File: config.mk
export PLATFORM = sky130hd
export DESIGN_NAME = dcp_frame_ctrl_flat
export DESIGN_NICKNAME = d
export VERILOG_FILES = /design/src/rtl/dcp_frame_ctrl_if.sv /design/src/rtl/dcp_frame_ctrl.sv /design/src/flat_wrapper.sv
export SDC_FILE = /design/constraint.sdc
export NUM_CORES = 1
export LEC_CHECK = 0
export CAP_MARGIN = 15
export CORE_MARGIN = 1.5
export CORE_UTILIZATION = 24
export DETAILED_ROUTE_END_ITERATION = 10
export SETUP_SLACK_MARGIN = 0.15
export SLEW_MARGIN = 20
export SYNTH_ARGS = -nofsm -noshare
export SYNTH_HDL_FRONTEND = slang
export SYNTH_SLANG_ARGS = --single-unit
File: constraint.sdc
create_clock -name pixelclk -period 2.4 [get_ports pixelclk]
set_input_delay 0.6 -clock pixelclk [delete_from_list [all_inputs] [get_ports pixelclk]]
set_output_delay 0.6 -clock pixelclk [all_outputs]
set_load 0.05 [all_outputs]
File: src/rtl/dcp_frame_ctrl_if.sv
// Video-side bundle for the dark-channel-prior frame controller.
// The "master" modport is the pixel source / downstream consumer side
// (drives sync, enable and dark-channel data, observes the frame results).
// The "slave" modport is the frame controller itself.
interface dcp_frame_ctrl_if;
    // Incoming dark-channel stream and frame timing
    logic        i_vsync;
    logic        i_de;
    logic [7:0]  i_dark;

    // Atmospheric light and frame status
    logic [7:0]  o_atmos;
    logic        o_atmos_upd;
    logic        o_frame_start;
    logic        o_frame_done;
    logic        o_size_err;
    logic [1:0]  o_state;

    // Registered pixel position
    logic        o_pix_valid;
    logic [11:0] o_pix_x;
    logic [11:0] o_pix_y;

    modport master (
        output i_vsync, i_de, i_dark,
        input  o_atmos, o_atmos_upd, o_frame_start, o_frame_done,
               o_size_err, o_state, o_pix_valid, o_pix_x, o_pix_y
    );

    modport slave (
        input  i_vsync, i_de, i_dark,
        output o_atmos, o_atmos_upd, o_frame_start, o_frame_done,
               o_size_err, o_state, o_pix_valid, o_pix_x, o_pix_y
    );
endinterface

File: src/rtl/dcp_frame_ctrl.sv
// Frame-level sequencer for the dark-channel-prior dehaze pipeline.
//
// Tracks frame timing from vsync/de, scans the dark-channel stream for its
// per-frame maximum and, at each frame boundary, commits the atmospheric
// light A used by the transmittance and recovery stages. A only changes at
// a commit, so downstream sees a stable value for a whole frame.
//
// A frame commits only if exactly H_ACTIVE*V_ACTIVE pixels were seen;
// otherwise a size error is flagged and A is held.
//
// Optional feature macro: DCP_ATMOS_IIR_EN
//   undefined (default): A_new = max(run_max, A_MIN)
//   defined            : A_new = (3*A + max(run_max, A_MIN)) >> 2, with the
//                        first valid commit after reset loading the floored
//                        maximum directly.
module dcp_frame_ctrl #(
    parameter int unsigned H_ACTIVE = 640,
    parameter int unsigned V_ACTIVE = 480,
    parameter logic [7:0]  A_INIT   = 8'd255,
    parameter logic [7:0]  A_MIN    = 8'd100
) (
    input  logic            pixelclk,
    input  logic            reset_n,
    dcp_frame_ctrl_if.slave vid
);

    typedef enum logic [1:0] {
        ST_IDLE    = 2'd0,
        ST_WAIT_DE = 2'd1,
        ST_ACTIVE  = 2'd2,
        ST_COMMIT  = 2'd3
    } state_t;

    localparam logic [23:0] FRAME_PIXELS = 24'(H_ACTIVE * V_ACTIVE);
    localparam logic [11:0] X_LAST       = 12'(H_ACTIVE - 1);
    localparam logic [11:0] Y_MAX        = 12'hFFF;
    localparam logic [23:0] CNT_MAX      = 24'hFF_FFFF;

    state_t      state;
    logic        vsync_q;
    logic        vsync_rise;
    logic        accept;

    // Per-frame accumulation
    logic [7:0]  run_max;
    logic [23:0] pix_cnt;
    logic        frame_ok;
    logic [7:0]  max_floor;
    logic [7:0]  atmos_new;

    // Position of the next accepted pixel
    logic [11:0] x_cnt;
    logic [11:0] y_cnt;

    // Registered outputs
    logic [7:0]  atmos_q;
    logic        atmos_upd_q;
    logic        frame_start_q;
    logic        frame_done_q;
    logic        size_err_q;
    logic        pix_valid_q;
    logic [11:0] pix_x_q;
    logic [11:0] pix_y_q;

    assign vsync_rise = vid.i_vsync & ~vsync_q;

    // Pixels only count while a frame is open; IDLE and COMMIT drop them.
    assign accept    = vid.i_de & ((state == ST_WAIT_DE) | (state == ST_ACTIVE));

    assign frame_ok  = (pix_cnt == FRAME_PIXELS);
    assign max_floor = (run_max > A_MIN) ? run_max : A_MIN;

`ifdef DCP_ATMOS_IIR_EN
    // Set once the first valid frame has loaded A; from then on A is filtered.
    logic       first_done;
    logic [9:0] iir_sum;

    // 3*A + m fits in 10 bits (max 1020); the divide by 4 truncates.
    assign iir_sum   = ({2'b00, atmos_q} << 1) + {2'b00, atmos_q} + {2'b00, max_floor};
    assign atmos_new = first_done ? iir_sum[9:2] : max_floor;

    // Track whether a valid commit has happened since reset
    always_ff @(posedge pixelclk or negedge reset_n) begin
        if (!reset_n) begin
            first_done <= 1'b0;
        end else if ((state == ST_COMMIT) && frame_ok) begin
            first_done <= 1'b1;
        end
    end
`else
    assign atmos_new = max_floor;
`endif

    // Edge detector for the frame sync
    always_ff @(posedge pixelclk or negedge reset_n) begin
        if (!reset_n) begin
            vsync_q <= 1'b0;
        end else begin
            // NOTE: state elements use non-blocking assignments so every
            // register samples pre-edge values regardless of block order.
            vsync_q <= vid.i_vsync;
        end
    end

    // Frame FSM with its registered strobes and the committed A
    always_ff @(posedge pixelclk or negedge reset_n) begin
        if (!reset_n) begin
            state         <= ST_IDLE;
            atmos_q       <= A_INIT;
            atmos_upd_q   <= 1'b0;
            frame_start_q <= 1'b0;
            frame_done_q  <= 1'b0;
            size_err_q    <= 1'b0;
        end else begin
            // Strobes are single-cycle unless re-asserted below.
            atmos_upd_q   <= 1'b0;
            frame_start_q <= 1'b0;
            frame_done_q  <= 1'b0;
            size_err_q    <= 1'b0;

            unique case (state)
                ST_IDLE: begin
                    if (vsync_rise) begin
                        state <= ST_WAIT_DE;
                    end
                end

                // A vsync edge with no pixels yet is an empty frame: stay put.
                ST_WAIT_DE: begin
                    if (vid.i_de) begin
                        state         <= ST_ACTIVE;
                        frame_start_q <= 1'b1;
                    end
                end

                // frame_done is set on entry so it is high during COMMIT.
                ST_ACTIVE: begin
                    if (vsync_rise) begin
                        state        <= ST_COMMIT;
                        frame_done_q <= 1'b1;
                    end
                end

                // run_max/pix_cnt are final here, including a pixel that
                // coincided with the closing vsync edge.
                ST_COMMIT: begin
                    state <= ST_WAIT_DE;
                    if (frame_ok) begin
                        atmos_q     <= atmos_new;
                        atmos_upd_q <= 1'b1;
                    end else begin
                        size_err_q  <= 1'b1;
                    end
                end

                default: state <= ST_IDLE;
            endcase
        end
    end

    // Running maximum and saturating pixel count for the open frame
    always_ff @(posedge pixelclk or negedge reset_n) begin
        if (!reset_n) begin
            run_max <= 8'd0;
            pix_cnt <= 24'd0;
        end else if (state == ST_COMMIT) begin
            run_max <= 8'd0;
            pix_cnt <= 24'd0;
        end else if (accept) begin
            if (vid.i_dark > run_max) begin
                run_max <= vid.i_dark;
            end
            if (pix_cnt != CNT_MAX) begin
                pix_cnt <= pix_cnt + 24'd1;
            end
        end
    end

    // Pixel coordinates, registered one cycle behind the accepted de
    always_ff @(posedge pixelclk or negedge reset_n) begin
        if (!reset_n) begin
            x_cnt       <= 12'd0;
            y_cnt       <= 12'd0;
            pix_x_q     <= 12'd0;
            pix_y_q     <= 12'd0;
            pix_valid_q <= 1'b0;
        end else begin
            pix_valid_q <= accept;
            if (state == ST_COMMIT) begin
                x_cnt   <= 12'd0;
                y_cnt   <= 12'd0;
                pix_x_q <= 12'd0;
                pix_y_q <= 12'd0;
            end else if (accept) begin
                pix_x_q <= x_cnt;
                pix_y_q <= y_cnt;
                if (x_cnt == X_LAST) begin
                    x_cnt <= 12'd0;
                    if (y_cnt != Y_MAX) begin
                        y_cnt <= y_cnt + 12'd1;
                    end
                end else begin
                    x_cnt <= x_cnt + 12'd1;
                end
            end
        end
    end

    assign vid.o_atmos       = atmos_q;
    assign vid.o_atmos_upd   = atmos_upd_q;
    assign vid.o_frame_start = frame_start_q;
    assign vid.o_frame_done  = frame_done_q;
    assign vid.o_size_err    = size_err_q;
    assign vid.o_state       = state;
    assign vid.o_pix_valid   = pix_valid_q;
    assign vid.o_pix_x       = pix_x_q;
    assign vid.o_pix_y       = pix_y_q;

endmodule

File: src/flat_wrapper.sv
// flat-port wrapper written by rule: the top's interface ports become plain ports
module dcp_frame_ctrl_flat 
#(
    parameter int unsigned H_ACTIVE = 640,
    parameter int unsigned V_ACTIVE = 480,
    parameter logic [7:0]  A_INIT   = 8'd255,
    parameter logic [7:0]  A_MIN    = 8'd100
)
  (pixelclk, reset_n, vid_i_vsync, vid_i_de, vid_i_dark, vid_o_atmos, vid_o_atmos_upd, vid_o_frame_start, vid_o_frame_done, vid_o_size_err, vid_o_state, vid_o_pix_valid, vid_o_pix_x, vid_o_pix_y);
  dcp_frame_ctrl_if vid_i ();
  input  logic pixelclk;
  input  logic reset_n;
  input wire logic [$bits(vid_i.i_vsync)-1:0] vid_i_vsync;
  input wire logic [$bits(vid_i.i_de)-1:0] vid_i_de;
  input wire logic [$bits(vid_i.i_dark)-1:0] vid_i_dark;
  output wire logic [$bits(vid_i.o_atmos)-1:0] vid_o_atmos;
  output wire logic [$bits(vid_i.o_atmos_upd)-1:0] vid_o_atmos_upd;
  output wire logic [$bits(vid_i.o_frame_start)-1:0] vid_o_frame_start;
  output wire logic [$bits(vid_i.o_frame_done)-1:0] vid_o_frame_done;
  output wire logic [$bits(vid_i.o_size_err)-1:0] vid_o_size_err;
  output wire logic [$bits(vid_i.o_state)-1:0] vid_o_state;
  output wire logic [$bits(vid_i.o_pix_valid)-1:0] vid_o_pix_valid;
  output wire logic [$bits(vid_i.o_pix_x)-1:0] vid_o_pix_x;
  output wire logic [$bits(vid_i.o_pix_y)-1:0] vid_o_pix_y;
  assign vid_i.i_vsync = vid_i_vsync;
  assign vid_i.i_de = vid_i_de;
  assign vid_i.i_dark = vid_i_dark;
  assign vid_o_atmos = vid_i.o_atmos;
  assign vid_o_atmos_upd = vid_i.o_atmos_upd;
  assign vid_o_frame_start = vid_i.o_frame_start;
  assign vid_o_frame_done = vid_i.o_frame_done;
  assign vid_o_size_err = vid_i.o_size_err;
  assign vid_o_state = vid_i.o_state;
  assign vid_o_pix_valid = vid_i.o_pix_valid;
  assign vid_o_pix_x = vid_i.o_pix_x;
  assign vid_o_pix_y = vid_i.o_pix_y;
  dcp_frame_ctrl #(.H_ACTIVE(H_ACTIVE), .V_ACTIVE(V_ACTIVE), .A_INIT(A_INIT), .A_MIN(A_MIN)) u_core (.pixelclk(pixelclk), .reset_n(reset_n), .vid(vid_i));
endmodule
==> impl_metrics.tcl <==
set metrics [dict create \
    first_iter_violations 180 \
    netlist_area_um2 4890 \
    numCtsBuffers 9 \
    initial_core_util_pct 24.3 \
    clk_path_buf_depth 2 \
    yosys.area.top_type "dfrtp_1" \
    period_share_pct 90.8 \
    wl_per_cell_um 13.1 \
    dr.pass1.iters 4 \
    dieArea_um2 21200 \
    placedCellCount 838 \
    ctsHtreeMaxLevel 3 \
    clkPwrFrac_pct 27.3 \
    io_buffers 50 \
    cts_root_buffer "clkbuf_16" \
    grt_first_pass_wirelength_um 19400 \
    ys_warn_count 0 \
    fin_area_um2 6180 \
    power_per_cell_area_nw_per_um2 908 \
    cts_tree "yes" \
    row_count 52 \
    reg2regPathDepth 7 \
    core_um2 20100 \
    period_minus_slack_ps 2180 \
    wl_met1_um 5410 \
    gp_congestion 0.823 \
    route.detailed.drc 0 \
    total_power_mw 5.62 \
    crit_arrival_ps 1580 \
    synthCells 512 \
    leakagePower_nw 2.51 \
    finalSetupViolCount 0 \
    track_usage_pct 11.2 \
    crit_family "buffers and inverters" \
    yosys-top-cells-area "dfrtp_1 45%, nand2_1 6.5%, xnor2_1 5.2%" \
    fmax_mhz 459 \
    cp_data_required_time_ps 1800 \
    startpoint_type "flop" \
    totalWireLength_um 11200 \
    fin_cells 854 \
    r2r_slack_ps 260 \
    clock_sinks 96 \
    slew_headroom_pct 57.6 \
    synth-edff-count 0 \
    ys.flop_type "dfrtp_1" \
    seq_area_um2 2410 \
    cts_setup_buffers 0 \
    fin_setup_tns_ps 0 \
    met2WireLength_um 5300 \
    antenna_found_initial 0 \
    die_w_um 146 \
    wl_met3_um 267 \
    vias 3825 \
    nets 607 \
    dp_hpwl_um 8060 \
    num-fill-cells 2116 \
    finalClockSkew_ps 9.44 \
    status "completed" \
    ys_seq_elements 96 \
    topRoutingLayerUsed "met4" \
    synth_nets 540 \
    slew_viol_final 0 \
    place_area_um2 5860 \
    crit_path_max_incr_delay_ps 830 \
    yosysUniqueCellTypes 56 \
    async_reset_ff_share_pct 100 \
    crit_type "flop to output pin" \
    pwr-share-seq_pct 36.4 \
    rsz0062_at_grt "true" \
    path_clk_slew_ps 70 \
    n_antenna_cell 0 \
    ys_seq_area_share_pct 49.4 \
    area_growth_pct 26.5 \
    worst-path-buf-inv 1 \
    end_kind "output pin" \
    grt_pass1_vias 3879 \
    synth_top_area_share_pct 45.1 \
    die_y_um 146 \
    postCtsHoldBufs 0 \
    final_layout_size_suffix_gt1_share_pct 12.8 \
    rr_startpoint "u_core.x_cnt[0]$_DFFE_PN0P_" \
    grt_start_max_net_pins 36 \
    crit_path_max_fanout 2 \
    r2r_end "u_core.y_cnt[9]$_DFFE_PN0P_" \
    drt.antenna.violating_nets 0 \
    switching_share_pct 38.0 \
    ir_drop_mv 0.583 \
    worst_slew_pin_slew_ps 630 \
    via_per_inst 4.48 \
    pwr-share-comb_pct 36.3 \
    switchingPower_mw 2.13 \
    cp_cell_sequence "clkdlybuf4s50_1" \
    grt_overflow 0 \
    hp-class "input port to async pin" \
    startpoint "u_core.vid.o_pix_x[3]$_DFFE_PN0P_" \
    intPower_mw 3.48 \
    finalHoldViolCount 0 \
    syn_avg_cell_area_um2 9.54 \
    cap_violations 0 \
    slowest_stage "clkdlybuf4s50_1" \
    multi_input_area_um2 2310 \
    clock_latency_ps 350 \
    io_pins 51 \
]
## cell usage in the layout (no fill, tap or decap), types with 12 or more instances in the layout
cell type / instances
o21ai_0: 15
a21oi_1: 37
nand4_1: 12
nand2_1: 85
nor2_1: 50
mux2i_1: 12
inv_1: 23
xnor2_1: 29
nand3_1: 14
buf_4: 30
ha_1: 14
dfrtp_1: 86
clkdlybuf4s50_1: 41
nor4_1: 12
## worst max-delay path by stage
| stage | cells past startpoint | endpoint |
|---|---|---|
| floorplan | 9 | u_core.y_cnt[11]$_DFFE_PN0P_ |
| global placement | 7 | u_core.y_cnt[8]$_DFFE_PN0P_ |
| detailed placement | 7 | u_core.y_cnt[7]$_DFFE_PN0P_ |
| CTS | 1 | vid_o_pix_x[3] |
| global route | 7 | u_core.y_cnt[9]$_DFFE_PN0P_ |
| finish | 1 | vid_o_pix_x[3] |
## cell usage after synthesis, types with 5 or more instances
master,n
a211oi_1,8
a21oi_1,37
clkbuf_1,18
dfrtp_1,88
dfstp_2,8
ha_1,16
inv_1,25
mux2i_1,12
nand2_1,85
nand3_1,14
nand4_1,12
nor2_1,50
nor3_1,8
nor3b_1,5
nor4_1,15
o21ai_0,15
xnor2_1,29
xor2_1,6
## timing repair
item	in CTS	in global routing
gates resized for setup	7	4
pin swaps	0	0
endpoints found under the setup margin	7	4
## flip-flops by register name, indices dropped and copies added, names as in the netlist
signal and flops:
u_core.vid.o_size_err 1, u_core.vid.o_pix_valid 1, u_core.vid.o_atmos_upd 1, u_core.vsync_q 1, u_core.vid.o_atmos 8, u_core.run_max 8
u_core.y_cnt 12, u_core.vid.o_frame_start 1, u_core.vid.o_frame_done 1, u_core.vid.o_pix_x 12, u_core.pix_cnt 24, u_core.vid.o_state 2
u_core.x_cnt 12, u_core.vid.o_pix_y 12
## power groups by stage
stage / clock (mW) / combinational, mW / sequential [mW]
finish: 1.53 / 2.04 / 2.04
global route: 1.63 / 2.27 / 2.08
CTS: 1.57 / 2.08 / 2.05
detailed placement: 0 / 2.07 / 2.08
global placement: 0 / 2.04 / 2.07
floorplan: 0 / 1.17 / 2.28
## final cells by class
type                            count  share of cell area [%]
Clock buffer                       13                    3.89
Inverter                           26                    1.58
Tap cell                          270                    5.47
Sequential cell                    96                    39.1
Multi-Input combinational cell    367                    37.3
Clock inverter                      3                    1.09
Timing Repair Buffer               79                    11.6
## logic make-up after synthesis
family	synth area share, %
buffers and inverters	4.33
XOR/XNOR	6.27
flip-flops	49.4
adder cells (fa/ha/maj)	4.10
AO/OA/AOI/OAI	9.19
AND/OR/NAND/NOR	23.4
multiplexers	3.38
## layer usage
layer | vias to the layer above | global-route usage, %
met1 | 1868 | 14.9
li1 | 1895 | -
met5 | - | 0
met2 | 48 | 18.2
met4 | 0 | 4.34
met3 | 14 | 1.94
## stage by stage
stage | worst slack (ps) | util (%) | hold WS (ps)
6_report | 220 | 30.7 | 205
5_1_grt | 95.1 | 30.7 | 238
4_1_cts | 203 | 30.6 | 213
3_5_place_dp | -152 | 29.2 | 427
3_3_place_gp | -126 | 29.2 | 427
2_1_floorplan | 151 | - | 304
(Power assumes the default switching activity.)
